===== src/rtl/udp_depacketizer_pkg.sv =====
// pkt_defs: frame layout shared by the IQ UDP transmitter and receiver.
//   - Byte offsets of every field the receiver checks or extracts, counted
//     from the first destination-MAC byte (index 0).
//   - Expected header field values and the parser state encoding.
//   - Helpers that return the expected value of a header byte.
package pkt_defs;

  localparam logic [10:0] OFS_ETYPE   = 11'h00C;
  localparam logic [10:0] OFS_VER     = 11'h00E;
  localparam logic [10:0] OFS_PROTO   = 11'h017;
  localparam logic [10:0] OFS_DIP     = 11'h01E;
  localparam logic [10:0] OFS_DPORT   = 11'h024;
  localparam logic [10:0] OFS_SEQ     = 11'h02A;
  localparam logic [10:0] OFS_PAYLOAD = 11'h032;
  localparam logic [10:0] LAST_BYTE   = 11'h5E9;

  localparam logic [15:0] ETHERTYPE_IPV4 = 16'h0800;
  localparam logic [7:0]  IP_VER_IHL     = 8'h45;
  localparam logic [7:0]  IP_PROTO_UDP   = 8'h11;
  localparam logic [7:0]  MAC_BCAST_BYTE = 8'hFF;

  // Parser states
  localparam logic [2:0] ST_IDLE    = 3'd0;
  localparam logic [2:0] ST_HEADER  = 3'd1;
  localparam logic [2:0] ST_SEQ     = 3'd2;
  localparam logic [2:0] ST_PAYLOAD = 3'd3;
  localparam logic [2:0] ST_DROP    = 3'd4;

  // Byte sel (0..5) of a MAC address, most significant byte first on the wire.
  function automatic logic [7:0] mac_byte(input logic [47:0] mac, input logic [2:0] sel);
    logic [7:0] b;
    case (sel)
      3'd0:    b = mac[47:40];
      3'd1:    b = mac[39:32];
      3'd2:    b = mac[31:24];
      3'd3:    b = mac[23:16];
      3'd4:    b = mac[15:8];
      default: b = mac[7:0];
    endcase
    return b;
  endfunction

  // Check one byte at index idx (>= 6) against the fixed IPv4/UDP header
  // fields. Indices that carry no checked field always pass.
  function automatic logic hdr_byte_ok(input logic [10:0] idx, input logic [7:0] data,
                                       input logic [31:0] ip, input logic [15:0] port);
    logic ok;
    ok = 1'b1;
    case (idx)
      OFS_ETYPE:          ok = (data == ETHERTYPE_IPV4[15:8]);
      OFS_ETYPE + 11'd1:  ok = (data == ETHERTYPE_IPV4[7:0]);
      OFS_VER:            ok = (data == IP_VER_IHL);
      OFS_PROTO:          ok = (data == IP_PROTO_UDP);
      OFS_DIP:            ok = (data == ip[31:24]);
      OFS_DIP + 11'd1:    ok = (data == ip[23:16]);
      OFS_DIP + 11'd2:    ok = (data == ip[15:8]);
      OFS_DIP + 11'd3:    ok = (data == ip[7:0]);
      OFS_DPORT:          ok = (data == port[15:8]);
      OFS_DPORT + 11'd1:  ok = (data == port[7:0]);
      default:            ok = 1'b1;
    endcase
    return ok;
  endfunction

endpackage


===== src/rtl/udp_depacketizer_iq_word_assembler.sv =====
// iq_word_assembler: packs payload bytes I[7:0], I[15:8], Q[7:0], Q[15:8]
// into one {I,Q} word and offers it to the sample FIFO the cycle after the
// Q[15:8] byte. A word that meets wr_full is dropped and flagged instead.
//   clk, rst      clock, asynchronous active-low reset
//   sop           frame start; realigns the byte phase to I[7:0]
//   byte_valid    byte_data is a payload byte this cycle
//   byte_data     payload byte
//   wr_full       sample FIFO full (checked in the cycle the word is offered)
//   wr_en         one-cycle write strobe
//   wr_data       {I[15:0],Q[15:0]}
//   overflow      one-cycle pulse: completed word lost to wr_full
module iq_word_assembler (
  input  logic        clk,
  input  logic        rst,
  input  logic        sop,
  input  logic        byte_valid,
  input  logic [7:0]  byte_data,
  input  logic        wr_full,
  output logic        wr_en,
  output logic [31:0] wr_data,
  output logic        overflow
);

  logic [1:0]  phase;
  logic [15:0] i_word;
  logic [7:0]  q_lo;
  logic        pend;

  always_ff @(posedge clk or negedge rst) begin
    if (!rst) begin
      phase   <= 2'd0;
      i_word  <= 16'd0;
      q_lo    <= 8'd0;
      pend    <= 1'b0;
      wr_data <= 32'd0;
    end else begin
      pend <= 1'b0;
      if (sop) begin
        phase <= 2'd0;
      end else if (byte_valid) begin
        phase <= phase + 2'd1;
        case (phase)
          2'd0:    i_word[7:0]  <= byte_data;
          2'd1:    i_word[15:8] <= byte_data;
          2'd2:    q_lo         <= byte_data;
          default: begin
            wr_data <= {i_word, byte_data, q_lo};
            pend    <= 1'b1;
          end
        endcase
      end
    end
  end

  // The FIFO has no back-pressure path into the MAC, so full turns a write
  // into a loss report in the same cycle rather than stalling.
  assign wr_en    = pend & ~wr_full;
  assign overflow = pend & wr_full;

endmodule


===== src/rtl/udp_depacketizer.sv =====
// udp_depacketizer: receive-side parser for the IQ UDP stream.
// Filters Ethernet/IPv4/UDP frames on destination MAC (or broadcast), IP
// and port, captures the 64-bit little-endian sequence counter and streams
// the I/Q payload into the sample FIFO (cut-through).
//   clk, rst            clock, asynchronous active-low reset
//   rx_data/dv/sop/eop  MAC receive bytes; sop/eop qualified by rx_dv
//   rx_err              frame error, sampled with rx_eop
//   wr_en, wr_data      sample FIFO write strobe and {I,Q} word
//   wr_full             sample FIFO full
//   seq_num             sequence counter of the last accepted frame
//   frames_ok           accepted frames (wraps)
//   frames_drop         filtered/errored/aborted frames (saturates)
//   seq_gap             pulse: accepted seq != previous + 1
//   overflow            pulse: a sample was lost to wr_full
//   dbg_state           parser state
//
// Flow control: a receive byte is transferred in every cycle rx_dv is high;
// there is no ready, so the parser takes a byte each valid cycle and holds
// all state when rx_dv is low. On the FIFO side a word is transferred in a
// cycle with wr_en high; wr_en is never raised while wr_full is high.
module udp_depacketizer
  import pkt_defs::*;
#(
  parameter logic [47:0] LOCAL_MAC         = 48'h021234567890,
  parameter logic [31:0] LOCAL_IP          = {8'd192, 8'd168, 8'd50, 8'd50},
  parameter logic [15:0] LOCAL_PORT        = 16'd32179,
  parameter int          SAMPLES_PER_FRAME = 366
) (
  input  logic        clk,
  input  logic        rst,
  input  logic [7:0]  rx_data,
  input  logic        rx_dv,
  input  logic        rx_sop,
  input  logic        rx_eop,
  input  logic        rx_err,
  output logic        wr_en,
  output logic [31:0] wr_data,
  input  logic        wr_full,
  output logic [63:0] seq_num,
  output logic [31:0] frames_ok,
  output logic [15:0] frames_drop,
  output logic        seq_gap,
  output logic        overflow,
  output logic [2:0]  dbg_state
);

  localparam logic [10:0] LAST_IDX = 11'(int'(OFS_PAYLOAD) + 4 * SAMPLES_PER_FRAME - 1);

  logic [2:0]  state, state_n;
  logic [10:0] bidx, bidx_n;
  logic        mac_l, mac_b, mac_l_n, mac_b_n;
  logic [63:0] seq_shadow, seq_shadow_n;
  logic        first;
  logic [2:0]  mac_sel;
  logic        hit_l, hit_b, hdr_bad;
  logic        drop_old, drop_new, accept;
  logic        sop_byte, byte_valid;
  logic [1:0]  drop_inc;
  logic [16:0] drop_sum;

  assign sop_byte   = rx_dv & rx_sop;
  assign mac_sel    = rx_sop ? 3'd0 : bidx[2:0];
  assign hit_l      = (rx_data == mac_byte(LOCAL_MAC, mac_sel));
  assign hit_b      = (rx_data == MAC_BCAST_BYTE);
  // Bytes past the last sample are ignored until eop.
  assign byte_valid = rx_dv & ~rx_sop & (state == ST_PAYLOAD) & (bidx <= LAST_IDX);
  assign dbg_state  = state;

  always_comb begin
    state_n      = state;
    bidx_n       = bidx;
    mac_l_n      = mac_l;
    mac_b_n      = mac_b;
    seq_shadow_n = seq_shadow;
    hdr_bad      = 1'b0;
    drop_old     = 1'b0;
    drop_new     = 1'b0;
    accept       = 1'b0;
    if (rx_dv) begin
      if (rx_sop) begin
        // A sop always starts a new frame at index 0; an unfinished frame
        // is abandoned and counted.
        drop_old = (state != ST_IDLE);
        bidx_n   = 11'd1;
        mac_l_n  = hit_l;
        mac_b_n  = hit_b;
        if (rx_eop) begin
          drop_new = 1'b1;
          state_n  = ST_IDLE;
        end else if (!(hit_l || hit_b)) begin
          state_n = ST_DROP;
        end else begin
          state_n = ST_HEADER;
        end
      end else begin
        case (state)
          ST_HEADER: begin
            bidx_n = bidx + 11'd1;
            if (bidx < 11'd6) begin
              // Local and broadcast MAC are tracked separately; the frame
              // survives while either still matches every byte so far.
              mac_l_n = mac_l & hit_l;
              mac_b_n = mac_b & hit_b;
              hdr_bad = ~(mac_l_n | mac_b_n);
            end else begin
              hdr_bad = ~hdr_byte_ok(bidx, rx_data, LOCAL_IP, LOCAL_PORT);
            end
            if (rx_eop) begin
              drop_new = 1'b1;
              state_n  = ST_IDLE;
            end else if (hdr_bad) begin
              state_n = ST_DROP;
            end else if (bidx == OFS_SEQ - 11'd1) begin
              state_n = ST_SEQ;
            end
          end
          ST_SEQ: begin
            bidx_n = bidx + 11'd1;
            // Little-endian: shifting in at the top leaves the first byte in [7:0].
            seq_shadow_n = {rx_data, seq_shadow[63:8]};
            if (rx_eop) begin
              drop_new = 1'b1;
              state_n  = ST_IDLE;
            end else if (bidx == OFS_PAYLOAD - 11'd1) begin
              state_n = ST_PAYLOAD;
            end
          end
          ST_PAYLOAD: begin
            if (bidx != 11'h7FF) bidx_n = bidx + 11'd1;
            if (rx_eop) begin
              state_n = ST_IDLE;
              if ((bidx >= LAST_IDX) && !rx_err) accept = 1'b1;
              else drop_new = 1'b1;
            end
          end
          ST_DROP: begin
            if (rx_eop) begin
              drop_new = 1'b1;
              state_n  = ST_IDLE;
            end
          end
          default: ;
        endcase
      end
    end
  end

  // An aborting sop that is also a one-byte frame drops two frames at once.
  assign drop_inc = {1'b0, drop_old} + {1'b0, drop_new};
  assign drop_sum = {1'b0, frames_drop} + {15'd0, drop_inc};

  always_ff @(posedge clk or negedge rst) begin
    if (!rst) begin
      state       <= ST_IDLE;
      bidx        <= 11'd0;
      mac_l       <= 1'b0;
      mac_b       <= 1'b0;
      seq_shadow  <= 64'd0;
      seq_num     <= 64'd0;
      frames_ok   <= 32'd0;
      frames_drop <= 16'd0;
      seq_gap     <= 1'b0;
      first       <= 1'b1;
    end else begin
      state       <= state_n;
      bidx        <= bidx_n;
      mac_l       <= mac_l_n;
      mac_b       <= mac_b_n;
      seq_shadow  <= seq_shadow_n;
      frames_drop <= drop_sum[16] ? 16'hFFFF : drop_sum[15:0];
      seq_gap     <= 1'b0;
      if (accept) begin
        seq_num   <= seq_shadow;
        frames_ok <= frames_ok + 32'd1;
        seq_gap   <= ~first & (seq_shadow != seq_num + 64'd1);
        first     <= 1'b0;
      end
    end
  end

  iq_word_assembler u_asm (
    .clk        (clk),
    .rst        (rst),
    .sop        (sop_byte),
    .byte_valid (byte_valid),
    .byte_data  (rx_data),
    .wr_full    (wr_full),
    .wr_en      (wr_en),
    .wr_data    (wr_data),
    .overflow   (overflow)
  );

endmodule


===== config.mk =====
export PLATFORM = sky130hd
export DESIGN_NAME = udp_depacketizer
export DESIGN_NICKNAME = d
export VERILOG_FILES = /design/src/rtl/udp_depacketizer_pkg.sv /design/src/rtl/udp_depacketizer_iq_word_assembler.sv /design/src/rtl/udp_depacketizer.sv
export SDC_FILE = /design/constraint.sdc
export NUM_CORES = 1
export LEC_CHECK = 0
export ABC_AREA = 1
export ABC_CLOCK_PERIOD_IN_PS = 2800
export CAP_MARGIN = 10
export CORE_MARGIN = 4
export CORE_UTILIZATION = 40
export DETAILED_ROUTE_END_ITERATION = 7
export SLEW_MARGIN = 20
export SYNTH_ARGS = -nofsm -noshare
export SYNTH_HDL_FRONTEND = slang
export SYNTH_SLANG_ARGS = --single-unit

===== constraint.sdc =====
create_clock -name clk -period 2.8 [get_ports clk]
set_input_delay 0.7 -clock clk [delete_from_list [all_inputs] [get_ports clk]]
set_output_delay 0.7 -clock clk [all_outputs]
set_load 0.01 [all_outputs]

# Word level (Yosys, flattened, before mapping)
# Index checks and enable logic that the tools add are counted.
# Widths: inputs -> output; s select.
dict set report word_totals {
  reg_bits 253
  output_inout_bits 150
  word_cells 155
}
dict set report classes {
  addsub 6
  order_cmp 3
  eq_ne 38
  mux 50
  bitwise_logic 17
  n_reduce_logical 25
}
# operator count
set ops {}
lappend ops {{$eq 11x6->1 const B} 6}
lappend ops {{$add 64x1->64 const B} 1}
lappend ops {{$ne 64x64->1} 1}
lappend ops {{$pmux 8 s5} 1}
lappend ops {{$eq 11x4->1 const B} 3}
lappend ops {{$eq 11x5->1 const B} 3}
lappend ops {{$add 32x1->32 const B} 1}
lappend ops {{$eq 8x8->1 const B} 4}
lappend ops {{$mux 1} 30}
lappend ops {{$mux 3} 10}
lappend ops {{$mux 11} 2}
lappend ops {{$pmux 11 s2} 1}
lappend ops {{$reduce_and 3->1} 7}
lappend ops {{$add 16x2->17} 1}
lappend ops {{$eq 8x7->1 const B} 2}
lappend ops {{$mux 16} 1}
lappend ops {{$eq 3x2->1 const B} 4}
lappend ops {{$add 11x1->11 const B} 1}
lappend ops {{$ge 11x11->1 const B} 1}
lappend ops {{$le 11x11->1 const B} 1}
lappend ops {{$lt 11x3->1 const B} 1}
lappend ops {{$ne 11x11->1 const B} 1}
lappend ops {{$and 1x1->1} 9}
lappend ops {{$pmux 1 s9} 1}
lappend ops {{31 further kinds} 46}

# Logic depth before layout (Yosys ltp)
# Gate-level depths: netlist of run 1.
dict set report depth {
  word_depth 16
  ltp_mapped 20
}

# Modules after synthesis
# Synthesis of run 1 repeated with hierarchy kept, for this count alone.
dict set report unflattened {
  hier_cells 2062
  hier_area_um2 14876.8
}
# module n_inst cells_each area_per_inst_um2 seq_area_each_um2
set by_module_without_submodules {}
lappend by_module_without_submodules {udp_depacketizer 1 1789 12308.1 4855.9}
lappend by_module_without_submodules {iq_word_assembler 1 273 2568.7 1476.4}

# Least setup slack after synthesis of run 1
# No wires, ideal clock.
dict set report synth_timing {
  path_kind {input-to-reg}
  from {input port rx_sop}
  to {register frames_drop[15]}
  t_arrival_ns 2.972
  setup_slack_ns -0.299
  cell_stages 20
  cell_sequence {buf_6 -> inv_1 -> nand2_1 -> nor2_1 -> o21ai_0 -> nor2_1 -> nor3_1 -> o21ai_0 -> fa_1 -> nor2_1 -> nand3_1 -> nor3_1 -> nand2_1 -> nor2_1 -> inv_1 -> nor2_1 -> inv_1 -> nor3_1 -> or2_2 -> nand3_1}
}
dict set report synth_via {
  elab_chain_cells 5
}
# element line_no
set synth_lines {}
lappend synth_lines {{start, declared} udp_depacketizer.sv:33} ;# input logic rx_sop,
lappend synth_lines {{$mux 1} udp_depacketizer.sv:80} ;# if (rx_sop) begin
lappend synth_lines {{$mux 1} udp_depacketizer.sv:79} ;# if (rx_dv) begin
lappend synth_lines {{$add 1x1->2 *} udp_depacketizer.sv:149} ;# assign drop_inc = {1'b0, drop_old} + {1'b0, drop_new};
lappend synth_lines {{$add 16x2->17 *} udp_depacketizer.sv:150} ;# assign drop_sum = {1'b0, frames_drop} + {15'd0, drop_inc};
lappend synth_lines {{$mux 16 *} udp_depacketizer.sv:170} ;# frames_drop <= drop_sum[16] ? 16'hFFFF : drop_sum[15:0];
lappend synth_lines {{end signal, assigned} udp_depacketizer.sv:170}
lappend synth_lines {{end, declared} udp_depacketizer.sv:41} ;# output logic [15:0] frames_drop,
# Mark *: on every way between the ends. The rest lies on a longest branch, timed or not.
# A chain may end at the register's enable or synchronous reset.

# Worst setup path in the final report of run 1
dict set report layout_timing {
  from {register bidx[0]}
  to {register frames_drop[14]}
}
dict set report layout_via {
  elab_chain_cells 10
}
# element line_no
set layout_lines {}
lappend layout_lines {{start, declared} udp_depacketizer.sv:50} ;# logic [10:0] bidx, bidx_n;
lappend layout_lines {{start signal, assigned} udp_depacketizer.sv:166} ;# bidx <= bidx_n;
lappend layout_lines {{$ge 11x11->1} udp_depacketizer.sv:132} ;# if ((bidx >= LAST_IDX) && !rx_err) accept = 1'b1;
lappend layout_lines {{$logic_and 1x1->1} udp_depacketizer.sv:132}
lappend layout_lines {{$mux 1} udp_depacketizer.sv:132}
lappend layout_lines {{$mux 1} udp_depacketizer.sv:130} ;# if (rx_eop) begin
lappend layout_lines {{$pmux 1 s2} udp_depacketizer.sv:96} ;# case (state)
lappend layout_lines {{$mux 1} udp_depacketizer.sv:80}
lappend layout_lines {{$mux 1} udp_depacketizer.sv:79}
lappend layout_lines {{$add 1x1->2} udp_depacketizer.sv:149}
lappend layout_lines {{$add 16x2->17} udp_depacketizer.sv:150}
lappend layout_lines {{$mux 16} udp_depacketizer.sv:170}
# No other way between the ends.

==> key figures, run 1 <==
Synthesis
  – Synth Register Bits: 253
  – Most frequent cells after synthesis: nand2_1, dfrtp_1, inv_1
  – Syn Area/Cell: 7.45 um^2
  – Synth area leaders: dfrtp_1, nand2_1, inv_1, o21ai_0, nor2_1
  – Yosys top cell area share: 43.6%
  – Number of flops mapped to enable cells by yosys: 0
  – FFs w/ async S/R, synth: 100%
  – Distinct cell type count after synthesis: 54
  – Syn Nets: 1,966
  – Ys flop type: dfrtp_1
  – Most common cell in the synthesized netlist: nand2_1
  – Seq/Total Area, Yosys: 43.8%
  – Ys Warns: 0
  – Post-Syn Area: 14,500 um^2
  – Post-synth top area cell: dfrtp_1
  – Syn Inst Count: 1,939

Critical path
  – Req. time, crit path: 3.26 ns
  – Startpoint types: flip-flop
  – Crit. End Element: flip-flop
  – Cell Chain, Critical Path: nor2_1 -> nand2_1 -> nand3_1 -> and2_1 -> nand2_2 -> nand2_1 -> o21ai_2 -> fa_2 -> inv_2 -> ha_4 -> nand2_4 -> nor2_4 -> nand3_4 -> nor3_4 -> nand2_2 -> o32a_1
  – Worst Path Max Fanout: 4
  – Crit-path max cell delay: 0.43 ns
  – Worst path slowest cell: fa_2
  – Critical path type: reg2reg
  – Arrival time at the worst endpoint: 3.28 ns

GRT
  – Initial antenna violation count: 0
  – Vias in the first global route: 13,282
  – Largest net degree at the start of global routing: 78
  – Grt ovf: 0
  – First-pass GRT wire length: 71.1 mm
  – GRT Overall Usage: 22.4%

Power
  – Comb pwr share: 12.5%
  – Sequential share of power: 43.3%
  – Clock Power Share: 44.2%
  – Switching share of total power: 26.0%
  – Int Power: 0.00677 W
  – Leak: 8.70 nW
  – NetSw: 0.00238 W
  – PwrDens: 483 nW/um^2
  – Peak VDD IR: 0.000488 V

Route
  – DR WL/cell: 16.4 um
  – DRC violations left: 0
  – Drt total wl: 44.6 mm
  – Vias: 13,392
  – Pre-Repair DR Iteration Count: 5
  – Routed vias/inst: 4.93
  – Initial DRC Count: 816
  – Post-DRT Antenna Nets: 0

Finish
  – Layout fillers: 3,451
  – Area growth, synth to finish: 31.2%
  – Nets: 2,265
  – Layout cells sized above 1: 14.1%
  – Layout Cells excl Fill: 2,719
  – N_diodes: 0

STA
  – Tcrit/Tclk final: 101%
  – Relative slew slack: 58.4%
  – Slew at the pin closest to its max-slew limit: 0.608 ns
  – Final worst slack: -0.0257 ns
  – Final setup violation count: 2
  – Final min period: 2.83 ns
  – Clock Skews: 0.0156 ns
  – Final Hold Fails: 0
  – Max Freq: 354 MHz
  – Final Slew Violations: 0
  – RSZ-0062 raised after global routing: true
  – Fin Hold WS: 0.0509 ns

Clocking
  – CTS Buffer Depth: 3
  – Clock root buffer: clkbuf_16
  – Clk Latency, worst-skew pair: 0.58 ns
  – Clock-pin slew on the worst setup and hold paths: 0.06 ns
  – H-tree depth: 1
  – CTS Sinks: 253
  – CTS tree: built
  – Hold_buf cts: 0
  – CTS buffer count: 28

Die
  – Starting density of the core: 40.6%
  – Cell row count: 69
  – Die Area: 39,200 um^2
  – Die Wd: 198 um
  – # IOs: 165
  – Chip height: 198 um
  – Core area: 35,600 um^2

Run status
  – Failing checks: negative setup slack
  – Status: complete, but fails checks

Min path
  – Worst hold path class: in2async

Placed design
  – Post-detail-place hpwl: 34.4 mm
  – Placed insts: 2,644
  – Gp weighted congestion: 0.925
  – Port-buffer cells: 164

Run
  – Max-cap violations: 0
[power by group through the flow]
stage	Clock (W)	Combinational, W	Sequential (W)
final	0.00405	0.00114	0.00396
after global routing	0.00430	0.00129	0.00399
after CTS	0.00417	0.00108	0.00396
after detailed placement	0	0.00107	0.00402
after global placement	0	0.00107	0.00402
after floorplan	0	0.000549	0.00402
[registers in the layout (all words and copies together) (netlist names)]
signal and flops:
seq_num 64, seq_shadow 64, dbg_state 3, frames_drop 16, mac_l 1, frames_ok 32
u_asm.wr_data 32, u_asm.pend 1, u_asm.q_lo 8, u_asm.i_word 16, seq_gap 1, first 1
mac_b 1, bidx 11, u_asm.phase 2
[per-stage QoR]
step	setup TNS (ns)	util (%)	cell area [um^2]	power, W	setup slack [ns]
2_1_floorplan	-0.195	-	14500	0.00457	-0.0774
3_3_place_gp	-8.40	49.4	17600	0.00509	-0.659
3_5_place_dp	-9.59	49.4	17600	0.00509	-0.751
4_1_cts	0	52.4	18600	0.00921	0.00626
5_1_grt	-1.22	53.3	19000	0.00958	-0.227
6_report	-0.0334	53.3	19000	0.00915	-0.0257
[kinds of logic after synthesis]
kind of cell               after synthesis  synth area share, %
AOI/OAI and AO/OA                      232                 8.90
adders and majority gates               12                 1.09
DFF                                    253                 43.8
and+or+nand+nor                       1036                 30.8
buffers and inverters                  287                 7.69
muxes                                   24                 1.87
xor gates and xnor gates                95                 5.85
[path summary, 6_finish.rpt]
kind / start / endpoint / slack [ns] / depth (start not counted)
setup / recovery: bidx[0] / frames_drop[14] / -0.03 / 16
hold / removal: rst / seq_num[15] / 0.05 / 1
max in group asynchronous: rst / dbg_state[1] / 1.93 / 2
hold reg to reg: first / first / 0.45 / 2
setup reg to reg: bidx[0] / frames_drop[14] / -0.03 / 16
min in group clk: first / first / 0.45 / 2
[placed cells by master, fill, tap and decap left out, types with 6 or more instances in the layout]
master / synthesis / layout
o21a_1: 33 / 33
mux2_2: 19 / 19
bufinv_16: 0 / 6
clkbuf_16: 0 / 28
nor2_2: 12 / 25
inv_1: 232 / 226
dfrtp_1: 252 / 248
clkinv_2: 0 / 6
nor3_1: 34 / 29
clkdlybuf4s50_1: 0 / 162
nand2_2: 7 / 14
nand3_1: 118 / 112
nand3_2: 3 / 7
nand3b_1: 6 / 6
ha_1: 11 / 8
nor2_1: 210 / 192
buf_4: 0 / 135
nor4_1: 10 / 10
xor2_1: 72 / 72
o21ai_1: 11 / 12
nor2_4: 7 / 12
nand4_1: 34 / 34
xnor2_1: 22 / 22
nand2_1: 576 / 567
inv_2: 5 / 9
a21oi_1: 15 / 15
buf_12: 0 / 8
o21ai_0: 158 / 153
clkinv_1: 7 / 7
[final cells by class]
class	count	area, um^2	share of cell area [%]
clock buffer	35	757	3.99
clock inverter	15	255	1.35
inverter	244	923	4.87
multi-input combinational	1399	7240	38.2
sequential	253	6340	33.4
tap	461	577	3.04
timing repair buffer	312	2880	15.2
[metal layers]
metal | up-vias | GRT usage (%) | wire [um]
met4 | 0 | 5.10 | 1180
li1 | 6750 | - | -
met2 | 265 | 38.8 | 21700
met5 | - | 0 | 0
met3 | 68 | 3.40 | 1910
met1 | 6309 | 29.8 | 19800
[worst max-delay path: cells and delay by family, from the launching register on]
family / cells / cell delay, ns
and+or+nand+nor: 11 / 1.25
adders and majority gates: 2 / 0.57
AOI/OAI and AO/OA: 2 / 0.43
DFF: 1 / 0.40
buffers and inverters: 1 / 0.08
[repair_timing]
action / 4_1_cts / 5_1_grt
setup endpoints to repair: 4 / 17
resized for setup: 8 / 55
buffers inserted: 3 / 21
cloned: 0 / 1
pin swaps: 5 / 11
No activity file was read; power rests on OpenSTA's default activity.
==> inputs of run 2 (changes only) <==
- ABC_AREA: 1 -> not set
==> run 2 against run 1 <==
Compared with the run above:
- the flow still finishes with violations (negative setup slack)
- sequential power grew 10%
- non-clock buffer count grew 66
- core utilization grew 2.9 points
- synthesized area fell by 7.1%
- global-route usage decreased by 1.9 points
- largest cell class unchanged
- highest routed layer unchanged
- die area fell by 6.8%
- first-iteration DRC count shrank 20%
- worst setup slack got worse by 0.19 ns
- combinational power rose by 72%
==> key figures, run 2 <==
Synthesis
  – Syn Nets: 1,264 (-36%)
  – Ys Warns: 0 (unchanged)
  – Adder-Cell Fraction of Synth Area: 1.17% (+0.083 points)
  – Distinct cell type count after synthesis: 71 (+31%)
  – Most frequent cells after synthesis: dfrtp_1, mux2_2, xnor2_1
  – Post-synthesis simple-gate area fraction: 16.9% (-14 points)
  – Syn Inst Count: 1,237 (-36%)
  – Compound-cell area share of the yosys netlist: 6.87% (-2.0 points)
  – Synth Register Bits: 253 (unchanged)
  – Post-synthesis xor/xnor area fraction: 9.39% (+3.5 points)
  – Largest family of logic cells by synthesized area: simple AND/OR/NAND/NOR gates
  – Seq/Total Area, Yosys: 47.2% (+3.3 points)
  – Mux share of post-synthesis cell area: 16.2% (+14 points)
  – Most common cell in the synthesized netlist: dfrtp_1
  – Ys flop type: dfrtp_1
  – Synth area leaders: dfrtp_1, mux2_2, xnor2_1, xor2_1, nand3_1
  – Post-Syn Area: 13,400 um^2 (-7.1%)
  – Yosys top cell area share: 47.0% (+3.3 points)
  – Post-synth top area cell: dfrtp_1
  – Number of flops mapped to enable cells by yosys: 0 (unchanged)
  – Syn Area/Cell: 10.9 um^2 (+46%)
  – FFs w/ async S/R, synth: 100% (unchanged)

Die
  – Die Wd: 191 um (-3.5%)
  – Starting density of the core: 40.9% (+0.22 points)
  – Chip height: 191 um (-3.5%)
  – # IOs: 165 (unchanged)
  – Cell row count: 66 (-4.3%)
  – Core area: 32,900 um^2 (-7.6%)
  – Die Area: 36,600 um^2 (-6.8%)

Critical path
  – Startpoint types: flip-flop
  – Worst Reg-to-Reg Cells: 8 (-8)
  – Critical path type: reg2reg
  – Req. time, crit path: 3.23 ns (-0.03 ns)
  – Crit. End Element: flip-flop
  – Worst Path Max Fanout: 4 (unchanged)
  – Arrival time at the worst endpoint: 3.45 ns (+0.17 ns)

STA
  – Tcrit/Tclk final: 108% (+6.7 points)
  – Final setup violation count: 13 (+11)
  – Fin Setup TNS: -1.17 ns (-1.13 ns)
  – Clock Skews: 0.0152 ns (-0.000430 ns)
  – Slew at the pin closest to its max-slew limit: 0.538 ns (-0.0700 ns)
  – Final min period: 3.01 ns (+0.188 ns)
  – Final worst slack: -0.214 ns (-0.188 ns)
  – Relative slew slack: 63.8% (+5.4 points)
  – Max Freq: 332 MHz (-6.2%)
  – Final Hold Fails: 0 (unchanged)
  – Final Slew Violations: 0 (unchanged)
  – RSZ-0062 raised after global routing: true

Route
  – Post-DRT Antenna Nets: 0 (unchanged)
  – Drt total wl: 38.1 mm (-15%)
  – Routed vias/inst: 5.33 (+8.3%)
  – Initial DRC Count: 653 (-20%)
  – Pre-Repair DR Iteration Count: 8 (+3)
  – DR WL/cell: 18.5 um (+13%)
  – Vias: 10,963 (-18%)
  – DRC violations left: 0 (unchanged)

Finish
  – Layout Cells excl Fill: 2,055 (-24%)
  – Nets: 1,618 (-29%)
  – Biggest regs: seq_num: 64 flops, seq_shadow: 64 flops
  – Layout cells sized above 1: 32.3% (+18 points)
  – Area growth, synth to finish: 37.6%
  – Most common cell after layout, fill and taps aside: dfrtp_1
  – N_diodes: 0 (unchanged)
  – Commonest cells after routing, fill and taps aside: dfrtp_1, buf_4, mux2_2

Placed design
  – Gp weighted congestion: 0.960 (+3.7%)
  – Placed insts: 1,993 (-25%)
  – Port-buffer cells: 164 (unchanged)
  – Pre-CTS setup slack: -0.375 ns (+0.376 ns)
  – Post-detail-place hpwl: 28.0 mm (-19%)

Min path
  – Worst hold path class: in2async

Run status
  – Status: complete, but fails checks
  – Failing checks: negative setup slack

GRT
  – First-pass GRT wire length: 60.9 mm (-14%)
  – Largest net degree at the start of global routing: 78 (unchanged)
  – Initial antenna violation count: 0 (unchanged)
  – GRT Overall Usage: 20.5% (-1.9 points)
  – Grt ovf: 0 (unchanged)
  – Vias in the first global route: 11,015 (-17%)

Clocking
  – Clock-pin slew on the worst setup and hold paths: 0.06 ns (about the same)
  – CTS tree: built
  – Hold_buf cts: 0 (unchanged)
  – H-tree depth: 1 (unchanged)
  – Clk Latency, worst-skew pair: 0.55 ns (-0.03 ns)
  – CTS buffer count: 29 (+3.6%)
  – CTS Sinks: 253 (unchanged)
  – CTS Buffer Depth: 3 (unchanged)
  – Clock root buffer: clkbuf_16

Run
  – Max-cap violations: 0 (unchanged)

Power
  – Leak: 8.45 nW (-2.8%)
  – Peak VDD IR: 0.000420 V (-14%)
  – PwrDens: 566 nW/um^2 (+17%)
  – Total power: 0.0105 W (+14%)
-- run 2: changes by cell type in the layout (fill, tap and decap cells not counted), sizes merged, moves of 22 or more --
cell,before,now
nand2,585,78
inv,237,24
nor2,230,65
mux2,24,186
o21ai,169,31
xnor2,22,97
buf,149,215
nand3,122,61
o21a,33,4
xor2,72,47
and3,0,22
nor4,11,33
-- run 2: critical path, stage by stage, from the launching register on --
cell and delay (ns):
dfrtp_1 0.40, or3_4 0.39, or3_4 0.38, or4_4 0.49, a211oi_2 0.25, a211oi_2 0.08, o41ai_4 0.47, a21oi_2 0.13
mux2_4 0.31
-- run 2: through the flow --
step                hold slack [ns]  util (%)  area (um^2)
finish                       0.0286      56.2        18500
global route                 0.0185      56.2        18500
CTS                          0.0165      55.7        18300
detailed placement            0.469      52.2        17200
global placement              0.464      52.2        17200
floorplan                     0.404         -        13600
-- run 2: final timing paths --
kind,start,to,slack [ns]
worst max-delay path,bidx[7],dbg_state[0],-0.21
worst min-delay path,rst,seq_shadow[15],0.03
worst max register to register,bidx[7],dbg_state[0],-0.21
worst min register to register,frames_ok[31],frames_ok[31],0.47
max in group asynchronous,rst,frames_ok[11],2.02
min in group clk,frames_ok[31],frames_ok[31],0.47
-- run 2: cell families after synthesis --
group	after synthesis
and+or+nand+nor	419
DFF	253
muxes	194
xor gates and xnor gates	144
AOI/OAI and AO/OA	134
buffers and inverters	81
adders and majority gates	12
-- run 2: area by class of cell --
| class | instances | area, um^2 |
|---|---|---|
| fill | 2897 | 14400 |
| multi-input combinational | 904 | 7080 |
| sequential | 253 | 6340 |
| timing repair buffer | 378 | 3370 |
| clock buffer | 39 | 813 |
| tap | 442 | 553 |
| clock inverter | 14 | 231 |
| inverter | 25 | 93.8 |
-- run 2: timing repair --
action,in CTS,in global routing
pin swaps,15,11
buffers inserted,4,4
cloned,1,0
endpoints found under the setup margin,20,20
gates resized for setup,17,26
-- run 2: metal layers --
metal	share of wire (%)	wire length (um)	track usage (%)	vias to the layer above
met3	5.1	1930	3.07	48
met4	1.7	634	3.98	0
li1	-	-	-	5212
met1	45	17100	28.8	5418
met5	0	0	0	-
met2	48	18400	34.1	285
-- run 2: power breakdown --
part           switching, W  internal, W  total (W)
combinational      0.000957      0.00101    0.00196
clock               0.00154      0.00258    0.00412
sequential         0.000419      0.00395    0.00436
total               0.00292      0.00753     0.0105
==> inputs of run 3 (changes only) <==
- PLACE_DENSITY: not set -> 0.66
==> run 3 against run 2 <==
Compared with the run above:
- the run still ends with negative setup slack left
- hold slack worse by 0.00057 ns
- first-iteration DRC count fell by 2.8%
- sequential cell count unchanged
- clock power shrank 3%
- clock skew down 0.0023 ns
- combinational power is 5% higher
- worst setup slack improved by 0.10 ns
- die area unchanged
- sequential share of layout area shrank 0.62 points
- count of clock-buffer cells in the layout down 4
- largest cell class unchanged
- largest power group unchanged
- highest routed layer unchanged
==> key figures, run 3 (synthesis gave the netlist of run 2 again) <==
Critical path
  – Top delay family on crit path: compound AO/OA/AOI/OAI gates
  – Critical path type: reg2reg
  – Startpoint types: flip-flop
  – CP most frequent cell: nand3_2
  – CP Launch Point: bidx[1]
  – Crit-path max cell delay: 0.38 ns (-0.11 ns)
  – Crit. End Element: flip-flop
  – Worst Path Max Fanout: 4 (unchanged)
  – Req. time, crit path: 3.25 ns (+0.02 ns)
  – Critical path buffers and inverters: 1 (+1)
  – Cell Chain, Critical Path: o31a_1 -> o21ai_2 -> a21boi_2 -> o211a_1 -> o21ai_1 -> a31o_2 -> nand3_2 -> fa_2 -> inv_2 -> nand3_2 -> nor2_2 -> and2_4 -> and3_4 -> nand3_2 -> nor3_2 -> a21oi_1
  – Arrival time at the worst endpoint: 3.36 ns (-0.09 ns)
  – Worst path slowest cell: dfrtp_1
  – R2r startpoint: bidx[1]

GRT
  – Vias in the first global route: 11,261 (+2.2%)
  – GRT Overall Usage: 20.8% (+0.25 points)
  – Initial antenna violation count: 0 (unchanged)
  – First-pass GRT wire length: 62.1 mm (+1.9%)
  – Grt ovf: 0 (unchanged)
  – Largest net degree at the start of global routing: 69 (-12%)

STA
  – Slew at the pin closest to its max-slew limit: 0.516 ns (-0.0213 ns)
  – Clock Skews: 0.0129 ns (-0.00229 ns)
  – Max Freq: 343 MHz (+3.5%)
  – Fin Setup TNS: -0.683 ns (+0.484 ns)
  – Final Slew Violations: 0 (unchanged)
  – Tcrit/Tclk final: 104% (-3.6 points)
  – Final min period: 2.91 ns (-0.102 ns)
  – Fin Hold WS: 0.0281 ns (-0.000565 ns)
  – Final setup violation count: 13 (unchanged)
  – Final Hold Fails: 0 (unchanged)
  – Final worst slack: -0.112 ns (+0.102 ns)
  – RSZ-0062 raised after global routing: true
  – Relative slew slack: 65.5% (+1.6 points)

Clocking
  – CTS Sinks: 253 (unchanged)
  – Clock root buffer: clkbuf_16
  – CTS tree: built
  – Clk Latency, worst-skew pair: 0.56 ns (about the same)
  – CTS Buffer Depth: 3 (unchanged)
  – H-tree depth: 1 (unchanged)
  – Hold_buf cts: 0 (unchanged)
  – CTS buffer count: 29 (unchanged)
  – Clock-pin slew on the worst setup and hold paths: 0.06 ns (about the same)

Die
  – # IOs: 165 (unchanged)
  – Cell row count: 66 (unchanged)
  – Chip height: 191 um (unchanged)
  – Die Area: 36,600 um^2 (unchanged)
  – Starting density of the core: 40.9% (unchanged)
  – Die Wd: 191 um (unchanged)
  – Core area: 32,900 um^2 (unchanged)

Finish
  – Most common cell after layout, fill and taps aside: dfrtp_1
  – Biggest regs: seq_num: 64 flops, seq_shadow: 64 flops
  – N_diodes: 0 (unchanged)
  – Nets: 1,627 (+0.56%)
  – Area growth, synth to finish: 40.1%
  – Layout fillers: 2,811 (-3.0%)
  – Layout cells sized above 1: 34.5% (+2.2 points)
  – Fin area: 18,800 um^2 (+1.8%)
  – Commonest cells after routing, fill and taps aside: dfrtp_1, buf_4, mux2_2

Run status
  – Status: complete, but fails checks
  – Failing checks: negative setup slack

Route
  – Initial DRC Count: 635 (-2.8%)
  – DR WL/cell: 18.7 um (+1.2%)
  – Post-DRT Antenna Nets: 0 (unchanged)
  – Drt total wl: 38.7 mm (+1.7%)
  – Pre-Repair DR Iteration Count: 6 (-2)
  – Vias: 11,118 (+1.4%)
  – Routed vias/inst: 5.38 (+0.92%)
  – DRC violations left: 0 (unchanged)

Power
  – PwrDens: 554 nW/um^2 (-2.0%)
  – Peak VDD IR: 0.000533 V (+27%)
  – Leak: 8.61 nW (+1.9%)

Run
  – Max-cap violations: 0 (unchanged)

Min path
  – Worst hold path class: in2async

Placed design
  – DP Area: 17,200 um^2 (about the same)
  – Port-buffer cells: 164 (unchanged)
  – Pre-CTS setup slack: -0.386 ns (-0.0104 ns)
  – Gp weighted congestion: 0.936 (-2.5%)
  – Post-detail-place hpwl: 27.9 mm (-0.29%)
run 3: cell types whose count changed in the layout (fill, tap and decap cells not counted), sizes merged:
cell	before	now
clkinvlp	3	2
buf	215	223
bufinv	6	4
inv	24	27
clkbuf	39	36
clkinv	6	11
run 3: worst paths after layout:
check                             endpoint  slack [ns]  cells after the start
setup / recovery           frames_drop[15]       -0.11                     16
min in group clk             frames_ok[31]        0.48                      1
hold / removal                 seq_num[15]        0.03                      1
hold reg to reg              frames_ok[31]        0.48                      1
setup reg to reg           frames_drop[15]       -0.11                     16
max in group asynchronous            first        2.06                      2
run 3: worst register-to-register path, delay by kind of cell (launching register included):
family          cells  cell delay, ns
compound gates      7            1.15
buf+inv             1            0.09
flops               1            0.38
fa+ha+maj           1            0.34
simple gates        7            0.85
run 3: where the power goes:
part           switching (W)  leakage (nW)  internal [W]  total, W
Sequential          0.000423          3.45       0.00394   0.00437
Combinational        0.00101          4.66       0.00105   0.00206
Clock                0.00162         0.498       0.00237   0.00399
Total                0.00306          8.61       0.00737    0.0104
run 3: cell type report:
cell class                 count  area [um^2]  area share [%]
multi-input combinational    904         7280            38.7
timing repair buffer         387         3540            18.8
sequential                   253         6340            33.7
tap                          442          553            2.94
clock buffer                  35          778            4.14
inverter                      25         98.8           0.525
clock inverter                19          230            1.22
run 3: through the flow:
stage               utilization, %  power [W]  instances
floorplan                        -    0.00551       1237
global placement              52.2    0.00628       1987
detailed placement            52.2    0.00633       1987
CTS                           56.1     0.0104       2051
global route                  57.3     0.0109       2065
finish                        57.3     0.0104       2065
run 3: repair_timing:
action,CTS,global route
endpoints found under the setup margin,20,103
gates resized for setup,36,59
setup buffers,10,13
pin swaps,29,31
cloned,1,2
run 3: metal layers:
metal / wire length (um) / part of all wire, % / vias up / GRT usage [%]
li1: - / - / 5226 / -
met1: 17300 / 45 / 5547 / 28.7
met3: 1820 / 4.7 / 52 / 3.01
met5: 0 / 0 / - / 0
met4: 816 / 2.1 / 0 / 4.92
met2: 18700 / 48 / 293 / 34.7
